**config.mk**
```make
export PLATFORM = sky130hd
export DESIGN_NAME = sd_cmd_master
export DESIGN_NICKNAME = d
export VERILOG_FILES = /design/src/rtl/sd_cmd_master_pkg.sv /design/src/rtl/sd_cmd_master_crc7.sv /design/src/rtl/sd_cmd_master.sv
export SDC_FILE = /design/constraint.sdc
export NUM_CORES = 1
export LEC_CHECK = 0
export BUFFER_PORTS_ARGS = -buffer_cell sky130_fd_sc_hd__buf_2
export CAP_MARGIN = 20
export CORE_MARGIN = 2
export CORE_UTILIZATION = 40
export CTS_CLUSTER_SIZE = 14
export DETAILED_ROUTE_END_ITERATION = 7
export SLEW_MARGIN = 25
export SYNTH_ARGS = -nofsm -noshare
export SYNTH_HDL_FRONTEND = slang
export SYNTH_HIERARCHICAL = 1
export SYNTH_SLANG_ARGS = --single-unit
export TNS_END_PERCENT = 100
```
**constraint.sdc**
```tcl
create_clock -name clock -period 3.6 [get_ports clock]
set_clock_uncertainty 0.05 [all_clocks]
set_input_delay 0.72 -clock clock [delete_from_list [all_inputs] [get_ports clock]]
set_output_delay 0.72 -clock clock [all_outputs]
set_load 0.02 [all_outputs]
```
**src/rtl/sd_cmd_master_pkg.sv**
```systemverilog
// sd_cmd_master_pkg: shared definitions for the SD command-line engine.
//   - FSM state encoding
//   - response-type codes and frame/response lengths
//   - error/normal interrupt status bit positions
//   - command-register field positions
//   - helpers for response length and normal-status word
package sd_cmd_master_pkg;

  typedef enum logic [2:0] {
    ST_IDLE     = 3'd0,
    ST_SEND     = 3'd1,
    ST_WAIT_RSP = 3'd2,
    ST_RECV     = 3'd3,
    ST_CHECK    = 3'd4,
    ST_DONE     = 3'd5
  } state_e;

  localparam logic [1:0] RSP_NONE    = 2'b00;
  localparam logic [1:0] RSP_136     = 2'b01;
  localparam logic [1:0] RSP_48      = 2'b10;
  localparam logic [1:0] RSP_48_BUSY = 2'b11;

  localparam logic [7:0] TX_BITS     = 8'd48;
  localparam logic [7:0] RSP48_BITS  = 8'd48;
  localparam logic [7:0] RSP136_BITS = 8'd136;

  localparam int ERR_TIMEOUT = 0;
  localparam int ERR_CRC     = 1;
  localparam int ERR_END     = 2;
  localparam int ERR_INDEX   = 3;
  localparam int NRM_CMD_COMPLETE = 0;
  localparam int NRM_ERROR        = 15;

  localparam int CMD_IDX_HI  = 13;
  localparam int CMD_IDX_LO  = 8;
  localparam int CMD_IDX_CHK = 4;
  localparam int CMD_CRC_CHK = 3;

  // Total response length including start and end bits; 48-bit-busy is plain 48-bit.
  function automatic logic [7:0] rsp_bits(input logic [1:0] rsp_type);
    return (rsp_type == RSP_136) ? RSP136_BITS : RSP48_BITS;
  endfunction

  // Normal status as seen at command completion.
  function automatic logic [15:0] nrm_word(input logic [15:0] err);
    logic [15:0] w;
    w = 16'd0;
    w[NRM_CMD_COMPLETE] = 1'b1;
    w[NRM_ERROR]        = |err;
    return w;
  endfunction

endpackage

```
**src/rtl/sd_cmd_master_crc7.sv**
```systemverilog
// sd_crc7: serial CRC7 (x^7 + x^3 + 1, init 0), one bit per enabled clock.
//   clock, reset : system clock, synchronous active-high reset
//   clear        : return the CRC to 0 (wins over enable)
//   enable       : absorb din this clock
//   din          : serial data bit, MSB first
//   crc          : current remainder
module sd_crc7 (
  input  logic       clock,
  input  logic       reset,
  input  logic       clear,
  input  logic       enable,
  input  logic       din,
  output logic [6:0] crc
);

  logic [6:0] crc_q;
  logic [6:0] crc_d;
  logic       fb_s;

  assign fb_s = din ^ crc_q[6];

  // Next remainder: shift left, feedback into bit 0 and bit 3.
  always_comb begin
    crc_d = crc_q;
    if (clear) begin
      crc_d = 7'd0;
    end else if (enable) begin
      crc_d = {crc_q[5:3], crc_q[2] ^ fb_s, crc_q[1:0], fb_s};
    end else begin
      crc_d = crc_q;
    end
  end

  // Remainder register.
  always_ff @(posedge clock) begin
    if (reset) crc_q <= 7'd0;
    else       crc_q <= crc_d;
  end

  assign crc = crc_q;

endmodule

```
**src/rtl/sd_cmd_master.sv**
```systemverilog
// sd_cmd_master: SD CMD-line engine. Serialises a 48-bit command frame with CRC7,
// then receives and checks a 48- or 136-bit response.
//   clock, reset                  : system clock, synchronous active-high reset
//   sd_clk_en                     : one CMD bit shifted/sampled per enabled clock
//   start, command, argument,
//   timeout_control               : command request from the register file
//   cmd_in / cmd_out / cmd_oe     : CMD pin
//   busy, command_complete        : engine status
//   response_o, error_interrupt_status_o, normal_interrupt_status_o : results
module sd_cmd_master
  import sd_cmd_master_pkg::*;
#(
  parameter logic [15:0] TIMEOUT_DEFAULT = 16'hFFFF
) (
  input  logic         clock,
  input  logic         reset,
  input  logic         sd_clk_en,
  input  logic         start,
  input  logic [15:0]  command,
  input  logic [31:0]  argument,
  input  logic [15:0]  timeout_control,
  input  logic         cmd_in,
  output logic         cmd_out,
  output logic         cmd_oe,
  output logic         busy,
  output logic         command_complete,
  output logic [127:0] response_o,
  output logic [15:0]  error_interrupt_status_o,
  output logic [15:0]  normal_interrupt_status_o
);

  state_e         state_q, state_d;
  logic [47:0]    tx_q, tx_d;
  logic [135:0]   rx_q, rx_d;
  logic [15:0]    tmo_cnt_q, tmo_cnt_d;
  logic [15:0]    tmo_lim_q, tmo_lim_d;
  logic [7:0]     bit_cnt_q, bit_cnt_d;
  logic [15:0]    cmd_q, cmd_d;
  logic           cmd_out_q, cmd_out_d;
  logic           cmd_oe_q, cmd_oe_d;
  logic           busy_q, busy_d;
  logic           cc_q, cc_d;
  logic [127:0]   resp_q, resp_d;
  logic [15:0]    err_q, err_d;
  logic [15:0]    nrm_q, nrm_d;

  logic [6:0]     crc_tx_s, crc_rx_s;
  logic           crc_clear_s, tx_crc_en_s, rx_crc_en_s;
  logic [47:0]    frame_s;
  logic           rsp_long_s;
  logic [7:0]     rx_total_s;
  logic [5:0]     rx_idx_s;
  logic [15:0]    check_err_s;
  logic [127:0]   check_resp_s;
  logic [15:0]    tmo_inc_s;
  logic           unused_s;

  // CRC field left as zero here; it is substituted bit by bit while sending.
  assign frame_s    = {2'b01, command[CMD_IDX_HI:CMD_IDX_LO], argument, 7'd0, 1'b1};
  assign rsp_long_s = (cmd_q[1:0] == RSP_136);
  assign rx_total_s = rsp_bits(cmd_q[1:0]);
  assign rx_idx_s   = rsp_long_s ? rx_q[133:128] : rx_q[45:40];
  assign tmo_inc_s  = tmo_cnt_q + 16'd1;

  // Bit 0 of the frame is always 0 and leaves a zero CRC unchanged, so TX CRC
  // only needs bits 1..39, fed as they are launched.
  assign crc_clear_s = (state_q == ST_IDLE) && start;
  assign tx_crc_en_s = (state_q == ST_SEND) && sd_clk_en &&
                       (bit_cnt_q >= 8'd1) && (bit_cnt_q <= 8'd39);
  // bit_cnt counts bits received after the start bit; R2 CRC skips the 8-bit header.
  assign rx_crc_en_s = (state_q == ST_RECV) && sd_clk_en &&
                       (rsp_long_s ? ((bit_cnt_q >= 8'd8) && (bit_cnt_q <= 8'd127))
                                   : ((bit_cnt_q >= 8'd1) && (bit_cnt_q <= 8'd39)));

  assign check_err_s  = {12'd0,
                         cmd_q[CMD_IDX_CHK] && (rx_idx_s != cmd_q[CMD_IDX_HI:CMD_IDX_LO]),
                         ~rx_q[0],
                         cmd_q[CMD_CRC_CHK] && (rx_q[7:1] != crc_rx_s),
                         1'b0};
  assign check_resp_s = rsp_long_s ? {8'd0, rx_q[127:8]} : {96'd0, rx_q[39:8]};

  assign unused_s = ^{cmd_q[15:14], cmd_q[7:5], cmd_q[2], rx_q[135:134]};

  sd_crc7 u_crc_tx (
    .clock  (clock),
    .reset  (reset),
    .clear  (crc_clear_s),
    .enable (tx_crc_en_s),
    .din    (tx_q[47]),
    .crc    (crc_tx_s)
  );

  sd_crc7 u_crc_rx (
    .clock  (clock),
    .reset  (reset),
    .clear  (crc_clear_s),
    .enable (rx_crc_en_s),
    .din    (cmd_in),
    .crc    (crc_rx_s)
  );

  // Next-state and next-output logic of the command FSM.
  always_comb begin
    state_d   = state_q;
    tx_d      = tx_q;
    rx_d      = rx_q;
    tmo_cnt_d = tmo_cnt_q;
    tmo_lim_d = tmo_lim_q;
    bit_cnt_d = bit_cnt_q;
    cmd_d     = cmd_q;
    cmd_out_d = cmd_out_q;
    cmd_oe_d  = cmd_oe_q;
    cc_d      = 1'b0;
    resp_d    = resp_q;
    err_d     = err_q;
    nrm_d     = nrm_q;
    case (state_q)
      ST_IDLE: begin
        if (start) begin
          cmd_d     = command;
          tmo_lim_d = (timeout_control == 16'd0) ? TIMEOUT_DEFAULT : timeout_control;
          // Bit 0 goes out immediately so the frame starts one clock after start.
          cmd_out_d = frame_s[47];
          cmd_oe_d  = 1'b1;
          tx_d      = {frame_s[46:0], 1'b0};
          bit_cnt_d = 8'd1;
          err_d     = 16'd0;
          nrm_d     = 16'd0;
          state_d   = ST_SEND;
        end else begin
          state_d = ST_IDLE;
        end
      end
      ST_SEND: begin
        if (sd_clk_en) begin
          if (bit_cnt_q == TX_BITS) begin
            cmd_oe_d  = 1'b0;
            cmd_out_d = 1'b1;
            tmo_cnt_d = 16'd0;
            bit_cnt_d = 8'd0;
            if (cmd_q[1:0] == RSP_NONE) begin
              nrm_d   = nrm_word(err_q);
              cc_d    = 1'b1;
              state_d = ST_DONE;
            end else begin
              state_d = ST_WAIT_RSP;
            end
          end else begin
            if ((bit_cnt_q >= 8'd40) && (bit_cnt_q <= 8'd46)) begin
              cmd_out_d = crc_tx_s[3'(8'd46 - bit_cnt_q)];
            end else begin
              cmd_out_d = tx_q[47];
            end
            tx_d      = {tx_q[46:0], 1'b0};
            bit_cnt_d = bit_cnt_q + 8'd1;
          end
        end else begin
          state_d = ST_SEND;
        end
      end
      ST_WAIT_RSP: begin
        if (sd_clk_en) begin
          if (!cmd_in) begin
            rx_d      = 136'd0;
            bit_cnt_d = 8'd1;
            state_d   = ST_RECV;
          end else if (tmo_inc_s == tmo_lim_q) begin
            err_d              = 16'd0;
            err_d[ERR_TIMEOUT] = 1'b1;
            nrm_d              = nrm_word(err_d);
            cc_d               = 1'b1;
            state_d            = ST_DONE;
          end else begin
            tmo_cnt_d = tmo_inc_s;
          end
        end else begin
          state_d = ST_WAIT_RSP;
        end
      end
      ST_RECV: begin
        if (sd_clk_en) begin
          rx_d      = {rx_q[134:0], cmd_in};
          bit_cnt_d = bit_cnt_q + 8'd1;
          if (bit_cnt_q == (rx_total_s - 8'd1)) begin
            state_d = ST_CHECK;
          end else begin
            state_d = ST_RECV;
          end
        end else begin
          state_d = ST_RECV;
        end
      end
      ST_CHECK: begin
        err_d   = check_err_s;
        resp_d  = check_resp_s;
        nrm_d   = nrm_word(check_err_s);
        cc_d    = 1'b1;
        state_d = ST_DONE;
      end
      ST_DONE: begin
        state_d = ST_IDLE;
      end
      default: begin
        state_d = ST_IDLE;
      end
    endcase
    busy_d = (state_d != ST_IDLE);
  end

  // State and registered outputs.
  always_ff @(posedge clock) begin
    if (reset) begin
      state_q   <= ST_IDLE;
      tx_q      <= 48'd0;
      rx_q      <= 136'd0;
      tmo_cnt_q <= 16'd0;
      tmo_lim_q <= 16'd0;
      bit_cnt_q <= 8'd0;
      cmd_q     <= 16'd0;
      cmd_out_q <= 1'b1;
      cmd_oe_q  <= 1'b0;
      busy_q    <= 1'b0;
      cc_q      <= 1'b0;
      resp_q    <= 128'd0;
      err_q     <= 16'd0;
      nrm_q     <= 16'd0;
    end else begin
      state_q   <= state_d;
      tx_q      <= tx_d;
      rx_q      <= rx_d;
      tmo_cnt_q <= tmo_cnt_d;
      tmo_lim_q <= tmo_lim_d;
      bit_cnt_q <= bit_cnt_d;
      cmd_q     <= cmd_d;
      cmd_out_q <= cmd_out_d;
      cmd_oe_q  <= cmd_oe_d;
      busy_q    <= busy_d;
      cc_q      <= cc_d;
      resp_q    <= resp_d;
      err_q     <= err_d;
      nrm_q     <= nrm_d;
    end
  end

  assign cmd_out                   = cmd_out_q;
  assign cmd_oe                    = cmd_oe_q;
  assign busy                      = busy_q;
  assign command_complete          = cc_q;
  assign response_o                = resp_q;
  assign error_interrupt_status_o  = err_q;
  assign normal_interrupt_status_o = nrm_q;

endmodule

```
== After elaboration in Yosys (flattened, before gate mapping) ==
Index checks and enable logic that the tools add are counted.
Operators by class
  add/subtract/negate cells: 4
  magnitude comparators: 7
  equality and inequality tests: 21
  muxes and demuxes: 66
  bitwise logic cells: 5
  reductions and logical operators: 33
Operators by type and width (count)
  2-to-1 mux 134 bit: 3
  case mux 134 bit (2 select lines): 1
  2-to-1 mux 16 bit: 16
  2-to-1 mux 48 bit: 3
  2-to-1 mux 120 bit: 1
  case mux 48 bit (2 select lines): 1
  case mux 16 bit (4 select lines): 1
  2-to-1 mux 8 bit: 7
  case mux 16 bit (3 select lines): 1
  case mux 16 bit (2 select lines): 1
  case mux 8 bit (4 select lines): 1
  2-to-1 mux 3 bit: 8
  inequality test 2 bit, second input constant: 9
  adder 16 x 1 -> 16 bit, second input constant: 1
  == test 16 bit: 1
  less-or-equal comparator 8 x 6 -> 1 bit, second input constant: 2
  logical NOT 16 bit: 1
  2-to-1 mux 1 bit: 16
  OR reduction 16 bit: 1
  case mux 3 bit (5 select lines): 1
  AND reduction 4 bit: 3
  AND reduction 6 bit: 2
  logical AND 1 bit: 11
  adder 8 x 1 -> 8 bit, second input constant: 1
  other kinds (33): 43
Storage, ports and cells
  register bits: 417
  input bits: 69
  output and inout bits: 164
  logic and storage cells: 152

== Logic depth before layout (Yosys ltp) ==
Gate-level depths: netlist of run 1.
  depth in word-level cells: 8
  mapped depth: 12
  gate-level depth less buffers: 10

== Hierarchy ==
The synthesis of run 1 kept the hierarchy.
Modules (own cells, without submodules)
  sd_cmd_master: times used 1, cells an instance 1767, area each 14727.9 um^2, seq. area each 7287.0 um^2
  sd_crc7: times used 2, cells an instance 28, area each 276.5 um^2, seq. area each 140.1 um^2

== Worst setup path before layout of run 1 ==
No wires, ideal clock.
  path type: register -> register
  from: register tmo_cnt_q[0]
  to: register tmo_cnt_q[13]
  library setup time: 0.128 ns
  data arrival time: 2.417 ns
  required time: 3.422 ns
  slack: 1.005 ns
  cell stages (with the launch flop): 11
  buffers on the path: 2
  period minus slack after synthesis: 2.595 ns
  path through: dfxtp_1 > ha_1 > buf_2 > and4_1 > nand4_1 > a211o_1 > a2111oi_4 > nand3_1 > buf_2 > a41oi_1 > a31oi_1
On the way
  cells in the longest elaborated chain, start to end: 5
  elaborated cells between the ends (all ways): 8
  classes of those cells: add/sub: 1; eq/ne: 2; mux: 4; reduce/logical: 1
RTL lines
  start, declared: line sd_cmd_master.sv:35  | logic [15:0] tmo_cnt_q, tmo_cnt_d;
  start signal, assigned: line sd_cmd_master.sv:231  | tmo_cnt_q <= tmo_cnt_d;
  adder 16 x 1 -> 16 bit *: line sd_cmd_master.sv:63  | assign tmo_inc_s = tmo_cnt_q + 16'd1;
  parallel branches: the longest is 4 deep, another holds == test 16 bit
Mark *: on every way between the ends. The select of a mux whose other input is x is not followed.
A chain may end at the register's enable or synchronous reset.

== Final worst setup path of run 1 ==
  from: register tmo_cnt_q[0]
  to: register busy_q, in the netlist busy
On the way
  cells in the longest elaborated chain, start to end: 7
RTL lines
  adder 16 x 1 -> 16 bit: line sd_cmd_master.sv:63
  == test 16 bit: line sd_cmd_master.sv:167  | end else if (tmo_inc_s == tmo_lim_q) begin
  2-to-1 mux 3 bit: line sd_cmd_master.sv:167
  2-to-1 mux 3 bit: line sd_cmd_master.sv:163  | if (!cmd_in) begin
  2-to-1 mux 3 bit: line sd_cmd_master.sv:162  | if (sd_clk_en) begin
  case mux 3 bit (5 select lines): line sd_cmd_master.sv:117  | case (state_q)
  nonzero test 3 bit: line sd_cmd_master.sv:207  | busy_d = (state_d != ST_IDLE);
  end signal, assigned: line sd_cmd_master.sv:237  | busy_q <= busy_d;
  end, declared: line sd_cmd_master.sv:41  | logic busy_q, busy_d;
No other way between the ends.

==> impl_metrics.csv, run 1 <==
group,metric,value,unit
synthesis,avgSynthCellArea,8.38,um^2
clock_network,clk_latency,560,ps
hold_path,min_from,"command[3]",
pwr,ir_worst_vdd,0.385,mV
placed_design,io_buffers,192,
synthesis,synth_ff_type,"dfxtp_1",
cells_and_area,syn_to_final_growth,16.6,%
sta,worst-slew-pin-transition,848,ps
critical_path,path_cells,"ha_1 -> and4_1 -> nand4_1 -> a211o_1 -> a2111oi_4 -> nand3_1 -> buf_4 -> a311o_1 -> o211ai_1",
critical_path,rr_startpoint,"tmo_cnt_q[0]",
sta,finalSetupViolCount,0,
drt,dr_wl_met2,17300,um
drt,drt_pass1_iterations,7,
die,top_level_ports,233,
synthesis,ys_types,66,
die,die_h,199,um
die,dieArea,0.0398,mm^2
synthesis,ys_seq_area_share,49.5,%
sta,maxSlewViolCount,0,
global_routing,grt_max_degree,186,
global_routing,grt_pass1_vias,12000,
critical_path,cp-endpoint,"busy",
hold_path,min-delay-path-class,"in2reg",
critical_path,cp.required,4030,ps
clock_network,clk_pin_slew,60,ps
flow_run,cap_violations,0,
die,start_util,40.6,%
synthesis,synth_edf_count,0,
sta,max_freq,0.325,GHz
placed_design,placed_area,0.0165,mm^2
clock_network,root_buffer,"clkbuf_16",
critical_path,crit_type,"reg2reg",
drt,finalWirelength,38300,um
critical_path,rrSetupSlack,530,ps
clock_network,cts_tree,"done",
synthesis,yosysWarnings,6,
sta,fin_crit,3070,ps
synthesis,syn_inst,1823,
drt,first_iter_violations,812,
clock_network,clock_path_buffers,3,
sta,fin_hold_ws,371,ps
sta,fin_setup_tns,0,ps
drt,via_count,13200,
drt,vias_per_cell,5.35,
global_routing,grt_antenna_before_repair,0,
sta,fin_crit_sh,85.4,%
critical_path,crit_path_end_kind,"register",
critical_path,start_kind,"register",
critical_path,crit_start,"tmo_cnt_q[0]",
run_status,status,"finished, final reports clean",
critical_path,path_buf_inv,1,
clock_network,cts_sinks,378,
global_routing,grt_pass1_wl,61800,um
critical_path,max_stage_delay,460,ps
global_routing,grt_use_total,19.0,%
clock_network,holdBufCountCts,0,
critical_path,cp_max_fo,22,
synthesis,syn_area,0.0153,mm^2
sta,grt_setup_unrepaired,"no",
clock_network,cts_resized,0,
critical_path,cp_slowest_cell,"dfxtp_1",
cells_and_area,nNetsFinal,1995,
drt,top_layer,"met4",
cells_and_area,drive_above_1_share,15.5,%
clock_network,numCtsBuffers,41,
clock_network,htreeDepth,2,
sta,relSlewSlack,43.4,%
critical_path,r2r_end,"busy",
critical_path,cp.arrival,3500,ps
critical_path,crit_cells,9,
drt,drc,0,
drt,wl_met3,2250,um
critical_path,crit_family,"compound AO/OA/AOI/OAI gates",
sta,final-hold-violation-count,0,
critical_path,worstRegToRegCells,9,
drt,met1_length,17700,um
clock_network,postCtsSetupBuffers,0,
drt,wl_per_cell,15.6,um
cells_and_area,antenna_cells,0,
cells_and_area,fin_area,0.0178,mm^2
die,core_area,0.0377,mm^2
pwr,powerDensity,513,mW/mm^2
placed_design,dpl.hpwl,24000,um
placed_design,place_congestion,0.851,
global_routing,overflow,0,
pwr,p_total,9.13,mW
synthesis,synth_seq_cells,378,
die,die_w,199,um
synthesis,async_reset_ff_share,0,%
pwr,leakagePower,6.57,nW
drt,ant_nets,0,
die,rows,71,
Yosys cell counts, types with 3 or more instances:
library cell  number  share of area, %
mux2i_1           20               1.3
o211ai_1           6              0.29
dfxtp_1          378                50
buf_4             35               1.7
nand2_1          237               5.8
nand4_1           15              0.61
xor2_1            18               1.0
and4_1             5              0.29
a211oi_1           6              0.29
a41oi_1            4              0.23
o21ai_0           61               2.0
a31oi_1           15              0.61
nor4_1            12              0.49
clkbuf_1         133               3.3
a22oi_1          142               7.0
nand3_1          109               3.6
buf_1             12              0.29
ha_1               4              0.33
nor3_1            31               1.0
and3_1             3              0.12
inv_1             12              0.29
nand2b_1           6              0.25
buf_2             11              0.36
a311oi_1          41               2.3
a311o_1            3              0.20
nand3b_1          12              0.59
nor2_1           262               6.4
nor2b_1            5              0.20
xnor2_1           26               1.5
o21a_1             3              0.15
a21oi_1          150               4.9
sequential cells by signal (all words and copies together) (netlist names), 2 cells and up:
register / count
cmd_q: 10
tx_q: 47
tmo_lim_q: 16
tmo_cnt_q: 16
u_crc_rx/crc: 7
state_q: 3
u_crc_tx/crc: 7
error_interrupt_status_o: 4
bit_cnt_q: 8
response_o: 120
rx_q: 134
normal_interrupt_status_o: 2
cell families after synthesis:
family / Yosys count / synth area share, %
compound gates: 450 / 19.2
xor+xnor: 45 / 2.67
simple gates: 720 / 20.8
other cells: 1 / 0.0245
mux: 21 / 1.46
flops: 378 / 49.5
fa+ha+maj: 4 / 0.328
buf+inv: 204 / 6.01
routing by layer:
metal,vias up,GRT usage [%]
li1,6522,-
met1,6293,25.1
met2,287,30.1
met3,67,4.56
met4,0,6.94
met5,-,0.383
final cells by class:
class	count	area (um^2)
clock buffers	58	1160
clock inverters	14	195
fillers	3753	19900
inverters	12	45.0
multi-input cells	1274	6960
flip-flops and latches	378	7570
well taps	511	639
repair buffers	215	1240
stage by stage:
stage | setup WS [ps] | util (%) | cells
6_report | 525 | 47.3 | 2462
5_1_grt | 281 | 47.3 | 2462
4_1_cts | 539 | 47.3 | 2462
3_5_place_dp | 558 | 43.7 | 2390
3_3_place_gp | 594 | 43.7 | 2390
2_1_floorplan | 1010 | - | 1856
worst min path at each step:
| stage | cells past startpoint | slack, ps | end |
|---|---|---|---|
| 6_report | 3 | 370 | cmd_q[3] |
| 5_1_grt | 3 | 370 | cmd_q[3] |
| 2_1_floorplan | 2 | 390 | cmd_q[4] |
| 3_5_place_dp | 2 | 390 | response_o[85] |
| 3_3_place_gp | 2 | 390 | response_o[32] |
| 4_1_cts | 3 | 330 | cmd_q[3] |
worst min-delay path, stage by stage:
cell and delay, ps:
buf_2 110, nand2_1 50, a21oi_1 50
power by group:
group	leakage (nW)	internal [mW]	total (mW)	switching, mW
clock network	0.666	2.54	4.26	1.72
logic	2.85	0.176	0.543	0.367
registers	3.06	4.27	4.33	0.0601
total	6.57	6.99	9.13	2.15
placed cells by master (no fill, tap or decap), types with 7 or more instances in the layout:
cell type	Yosys	layout
dfxtp_1	378	378
nor2_1	262	260
nand2_1	237	236
buf_2	11	191
a21oi_1	150	150
a22oi_1	142	142
nand3_1	109	108
o21ai_0	61	61
a311oi_1	41	41
clkbuf_16	0	41
conb_1	1	34
nor3_1	31	30
xnor2_1	26	26
mux2i_1	20	20
xor2_1	18	18
nand4_1	15	15
a31oi_1	15	15
buf_4	35	15
nand3b_1	12	12
inv_1	12	12
nor4_1	12	12
clkbuf_1	133	10
buf_12	0	8
clkbuf_8	0	7
No activity file was read; power rests on OpenSTA's default activity.
==> run 2, diff against run 1 <==
--- a/config.mk
+++ b/config.mk
@@ -5,6 +5,8 @@
 export SDC_FILE = /design/constraint.sdc
 export NUM_CORES = 1
 export LEC_CHECK = 0
+export ABC_AREA = 1
+export ABC_CLOCK_PERIOD_IN_PS = 3600
 export BUFFER_PORTS_ARGS = -buffer_cell sky130_fd_sc_hd__buf_2
 export CAP_MARGIN = 20
 export CORE_MARGIN = 2
==> run 2 against run 1 <==
Routed wire length up 5.9%. Critical endpoint is now tmo_cnt_q[2]. Area after synthesis up 3.0%. First-iteration DRC count up 8.5%. Final cell count up 15%. Global-route usage up 0.37 points. Non-clock buffer count down 5. Utilization down 0.054 points. Largest cell class unchanged.
==> impl_metrics.csv, run 2 <==
group,metric,value,unit
die,start_util,40.6,%
critical_path,start_kind,"register",
global_routing,gr-usage-met1,25.5,%
critical_path,crit_path_end_kind,"register",
clock_network,htreeDepth,2,
synthesis,synth_seq_cells,378,
cells_and_area,fin_area,0.0183,mm^2
die,top_level_ports,233,
placed_design,placed_area,0.0169,mm^2
synthesis,async_reset_ff_share,0,%
clock_network,postCtsSetupBuffers,0,
synthesis,synth_edf_count,0,
clock_network,cts_tree,"done",
synthesis,avgSynthCellArea,7.29,um^2
sta,maxSlewViolCount,0,
synthesis,yosys-top-cells-count,"nand2_1, dfxtp_1, a21oi_1",
critical_path,path_common_cell,"nand2_1",
cells_and_area,fillers,3942,
drt,first_iter_violations,881,
pwr,ir_worst_vdd,0.324,mV
pwr,switching_share,24.7,%
global_routing,gr-max-usage-layer,"met2",
pwr,p_int,7.11,mW
cells_and_area,antenna_cells,0,
sta,grt_setup_unrepaired,"no",
placed_design,dpl.hpwl,25400,um
global_routing,grt_pass1_wl,66400,um
die,die_h,202,um
flow_run,cap_violations,0,
clock_network,cts_sinks,378,
sta,finalSetupViolCount,0,
drt,ant_nets,0,
global_routing,grt_antenna_before_repair,0,
clock_network,clk_pin_slew,60,ps
drt,via_count,14300,
pwr,combPwrFrac,7.5,%
clock_network,clock_path_buffers,3,
sta,setup_slack,872,ps
synthesis,synth_top_area_share,48.1,%
critical_path,path_cells,"ha_1 -> nand2_2 -> nor2_4 -> nand3_1 -> nand2_1 -> nand2_1 -> nand2_1 -> nand2_1 -> nor2_1 -> nand2_1 -> nor2_2 -> nand3_4 -> nand2_4 -> nand2_1 -> nand2_1 -> nor2_1",
clock_network,clk_latency,560,ps
pwr,powerDensity,516,mW/mm^2
die,core_area,0.0387,mm^2
global_routing,use_met2,31.2,%
drt,wl_per_cell,14.4,um
drt,drt_pass1_iterations,5,
critical_path,cp-endpoint,"tmo_cnt_q[2]",
sta,final-hold-violation-count,0,
clock_network,numCtsBuffers,43,
clock_network,holdBufCountCts,0,
sta,worst-slew-pin-transition,946,ps
global_routing,overflow,0,
critical_path,path_buf_inv,0,
global_routing,grtUsageMet3,5.11,%
global_routing,grt_pass1_vias,13300,
cells_and_area,nNetsFinal,2350,
clock_network,root_buffer,"clkbuf_16",
pwr,leakagePower,7.31,nW
synthesis,synth.top_cells.by_area,"dfxtp_1, nand2_1, a21oi_1",
run_status,status,"finished, final reports clean",
sta,fin_setup_tns,0,ps
placed_design,dp_slack,843,ps
critical_path,cp.arrival,3110,ps
synthesis,syn_inst,2160,
critical_path,cp_slowest_cell,"dfxtp_1",
drt,drc,0,
critical_path,rrSetupSlack,870,ps
sta,relSlewSlack,37.0,%
synthesis,ys_seq_area_share,48.1,%
die,rows,72,
die,die_w,202,um
cells_and_area,syn_to_final_growth,16.3,%
pwr,seqPwrFrac,46.3,%
cells_and_area,final_cell_mix,"nand2_1, dfxtp_1, a21oi_1",
drt,finalWirelength,40600,um
sta,fin_crit_sh,75.8,%
critical_path,r2r_end,"tmo_cnt_q[2]",
drt,vias_per_cell,5.05,
sta,fin_crit,2730,ps
cells_and_area,final_common_cell,"nand2_1",
synthesis,synth_ff_type,"dfxtp_1",
cells_and_area,largest_register,"rx_q",
critical_path,max_stage_delay,470,ps
critical_path,crit_start,"tmo_cnt_q[0]",
placed_design,place_congestion,0.859,
critical_path,worstRegToRegCells,16,
global_routing,grt_max_degree,134,
synthesis,ys_types,42,
synthesis,synth_most_common_cell,"nand2_1",
pwr,p_sw,2.33,mW
global_routing,grt_use_total,19.4,%
pwr,power_frac_clock,46.1,%
critical_path,crit_family,"simple AND/OR/NAND/NOR gates",
die,dieArea,0.0410,mm^2
cells_and_area,drive_above_1_share,14.2,%
synthesis,yosysTopAreaCell,"dfxtp_1",
cells_and_area,finalNonFillerCells,2826,
hold_path,min-delay-path-class,"in2reg",
placed_design,io_buffers,192,
critical_path,rr_startpoint,"tmo_cnt_q[0]",
sta,fin_hold_ws,348,ps
critical_path,crit_type,"reg2reg",
cells_and_area,largest_reg_flops,134,
placed_design,place_inst,2750,
synthesis,syn_area,0.0157,mm^2
critical_path,cp_max_fo,17,
synthesis,yosysWarnings,6,
clock_network,cts_resized,0,
sta,max_freq,0.367,GHz
critical_path,cp.required,3980,ps
critical_path,crit_cells,16,
==> run 2: cell types whose count changed after synthesis, moves of 20 or more <==
cell,previous run,this run
a22oi_1,142,0
xnor2_1,26,5
nand3_1,109,163
inv_1,12,89
nor2_1,262,165
clkbuf_1,133,102
a311oi_1,41,0
a21oi_1,150,270
nand2_1,237,648
o21ai_0,61,98
mux2i_1,20,0
a31oi_1,15,42
nor3_1,31,9
==> run 2: worst min path at each step <==
stage               startpoint  endpoint  slack (ps)  cells after the start
floorplan              tx_q[2]   tx_q[2]         390                      2
global placement       tx_q[7]   tx_q[7]         400                      2
detailed placement     tx_q[6]   tx_q[6]         410                      2
CTS                 command[4]  cmd_q[4]         310                      3
global route        command[4]  cmd_q[4]         340                      3
finish              command[4]  cmd_q[4]         350                      3
==> run 2: layer usage <==
layer | vias to the layer above | wire length (um)
met5 | - | 0
met4 | 0 | 830
met3 | 59 | 2670
met2 | 346 | 18400
met1 | 6591 | 18600
li1 | 7278 | -
==> run 2: worst reg2reg max path, delay by kind of cell, from the launching register on <==
| kind | cells | cell delay [ps] |
|---|---|---|
| adder cells (fa/ha/maj) | 1 | 270 |
| AND/OR/NAND/NOR | 15 | 1830 |
| flip-flops | 1 | 470 |
==> run 2: kinds of logic after synthesis <==
group                      Yosys count  share of synthesized area [%]
DFF                                378                           48.1
buffers and inverters              269                           7.63
adders and majority gates            4                          0.318
other                                1                         0.0238
xor gates and xnor gates             9                          0.501
AOI/OAI and AO/OA                  451                           15.3
and+or+nand+nor                   1048                           28.1
==> run 2: cell type report <==
type / count / area (um^2) / share of cell area [%]
clock buffers: 64 / 1280 / 6.97
repair buffers: 210 / 1170 / 6.42
flip-flops and latches: 378 / 7570 / 41.4
multi-input cells: 1546 / 7130 / 39.0
inverters: 98 / 370 / 2.02
clock inverters: 12 / 134 / 0.732
well taps: 518 / 648 / 3.54
==> run 2: power by group through the flow <==
stage	Combinational (mW)	Sequential [mW]	Clock [mW]
after global routing	0.807	4.38	4.67
final	0.710	4.37	4.35
after floorplan	0.563	4.45	0
after global placement	0.703	4.46	0
after detailed placement	0.713	4.46	0
after CTS	0.715	4.37	4.48
==> run 2: stage by stage <==
stage | power (mW) | utilization (%)
finish | 9.44 | 47.2
global route | 9.86 | 47.2
CTS | 9.56 | 47.2
detailed placement | 5.17 | 43.6
global placement | 5.16 | 43.5
floorplan | 5.01 | -
==> run 3, diff against run 2 <==
--- a/config.mk
+++ b/config.mk
@@ -6,7 +6,7 @@
 export NUM_CORES = 1
 export LEC_CHECK = 0
 export ABC_AREA = 1
-export ABC_CLOCK_PERIOD_IN_PS = 3600
+export ABC_CLOCK_PERIOD_IN_PS = 2400
 export BUFFER_PORTS_ARGS = -buffer_cell sky130_fd_sc_hd__buf_2
 export CAP_MARGIN = 20
 export CORE_MARGIN = 2
==> constraint.sdc (replaced) <==
create_clock -name clock -period 2.4 [get_ports clock]
set_clock_uncertainty 0.05 [all_clocks]
set_input_delay 0.48 -clock clock [delete_from_list [all_inputs] [get_ports clock]]
set_output_delay 0.48 -clock clock [all_outputs]
set_load 0.02 [all_outputs]
==> run 3 against run 2 <==
Via count increased by 0.53%. Sequential power increased by 50%. Critical endpoint unchanged. Non-clock buffer count increased by 25. Critical path depth decreased by 1. Global-route usage increased by 0.083 points. Die area unchanged. Sequential share of layout area decreased by 0.94 points. Routed wire length decreased by 0.46%.
==> impl_metrics.csv, run 3 (synthesis gave the netlist of run 2 again) <==
group,metric,value,unit
run_status,status,"finished, final reports clean",
die,die_h,202,um
placed_design,placed_area,0.0172,mm^2
global_routing,grt_max_degree,134,
drt,finalWirelength,40400,um
cells_and_area,final_cell_mix,"nand2_1, dfxtp_1, a21oi_1",
clock_network,root_buffer,"clkbuf_16",
die,rows,72,
die,core_area,0.0387,mm^2
pwr,ir_worst_vdd,0.601,mV
critical_path,cp.required,2850,ps
cells_and_area,fin_area,0.0187,mm^2
placed_design,io_buffers,192,
clock_network,clk_pin_slew,60,ps
cells_and_area,final_common_cell,"nand2_1",
global_routing,grt_antenna_before_repair,1,
global_routing,grt_use_total,19.4,%
sta,worst-slew-pin-transition,658,ps
global_routing,grt_pass1_wl,66900,um
die,top_level_ports,233,
drt,wl_per_cell,14.1,um
clock_network,cts_sinks,378,
clock_network,clock_path_buffers,3,
critical_path,start_kind,"register",
sta,max_freq,0.458,GHz
flow_run,cap_violations,0,
critical_path,cp.arrival,2640,ps
sta,relSlewSlack,56.2,%
cells_and_area,nNetsFinal,2375,
cells_and_area,largest_reg_flops,134,
clock_network,clk_latency,580,ps
cells_and_area,finish.utilization,48.4,%
drt,first_iter_violations,1048,
clock_network,htreeDepth,2,
clock_network,cts_tree,"done",
critical_path,worstRegToRegCells,15,
sta,final-hold-violation-count,0,
die,start_util,40.6,%
placed_design,place_congestion,0.876,
sta,finalSetupViolCount,0,
sta,maxSlewViolCount,0,
critical_path,crit_type,"reg2reg",
clock_network,numCtsBuffers,43,
drt,vias_per_cell,5.03,
drt,drc,0,
die,dieArea,0.0410,mm^2
critical_path,cp_max_fo,9,
drt,drt_pass1_iterations,6,
critical_path,max_stage_delay,350,ps
die,die_w,202,um
sta,fin_crit_sh,91.1,%
cells_and_area,drive_above_1_share,15.8,%
cells_and_area,largest_register,"rx_q",
global_routing,grt_pass1_vias,13200,
critical_path,cp_slowest_cell,"dfxtp_2",
pwr,leakagePower,7.51,nW
sta,fin_setup_tns,0,ps
drt,ant_nets,0,
critical_path,crit_path_end_kind,"register",
sta,fin_crit,2190,ps
hold_path,min-delay-path-class,"in2reg",
cells_and_area,syn_to_final_growth,19.1,%
hold_path,hold_depth,3,
critical_path,path_common_cell,"nand3_1",
critical_path,path_cells,"ha_4 -> nand2_2 -> nor2_4 -> buf_4 -> nand2_1 -> nand3_1 -> nand3_1 -> nor2_1 -> nand3_1 -> nor2_2 -> nand3_4 -> buf_6 -> nand3_1 -> nand2_1 -> nor2_1",
pwr,powerDensity,770,mW/mm^2
global_routing,overflow,0,
drt,via_count,14300,
placed_design,dpl.hpwl,25100,um
run 3: cell types whose count changed in the layout (fill, tap and decap cells not counted), moves of 3 or more:
cell / before / now
dfxtp_1: 378 / 374
dfxtp_2: 0 / 4
buf_4: 13 / 26
nand2_1: 648 / 645
buf_12: 4 / 15
clkinv_2: 5 / 8
run 3: final cells by class:
type | instances | area, um^2
fillers | 3907 | 20000
flip-flops and latches | 378 | 7570
repair buffers | 235 | 1490
clock inverters | 19 | 251
diodes | 1 | 2.50
multi-input cells | 1546 | 7190
inverters | 98 | 370
clock buffers | 60 | 1220
well taps | 518 | 648
run 3: per-layer routing:
layer	up-vias	wire (um)	track usage [%]
met5	-	0	0
met4	0	792	5.89
met3	57	2630	4.92
met2	321	18000	30.1
met1	6638	18900	26.7
li1	7333	-	-
run 3: critical path, delay by kind of cell (launching register included):
kind | cells | cell delay [ps]
adders and majority gates | 1 | 160
buffers and inverters | 2 | 320
DFF | 1 | 350
and+or+nand+nor | 12 | 1230
run 3: power breakdown:
part           switching (mW)  internal [mW]
registers               0.108           6.45
logic                   0.771          0.368
clock network            2.72           4.02
run 3: metrics by stage:
stage | setup slack (ps) | total power [mW] | hold WS [ps] | instances
2_1_floorplan | 303 | 7.51 | 389 | 2193
3_3_place_gp | 122 | 7.80 | 397 | 2773
3_5_place_dp | 123 | 7.81 | 402 | 2773
4_1_cts | 104 | 14.6 | 65.6 | 2852
5_1_grt | -31.2 | 15.1 | 97.1 | 2855
6_report | 214 | 14.4 | 89.9 | 2855
run 3: what timing repair did:
action | 4_1_cts | 5_1_grt
endpoints found under the setup margin | 0 | 25
hold buffers | 0 | 0
resized for setup | 0 | 18
buffers inserted | 0 | 2
run 3: worst paths after layout:
kind,start,end,slack [ps]
setup / recovery,tmo_cnt_q[0],tmo_cnt_q[2],210
hold / removal,command[3],cmd_q[3],90
setup reg to reg,tmo_cnt_q[0],tmo_cnt_q[2],210
hold reg to reg,response_o[48],response_o[48],410
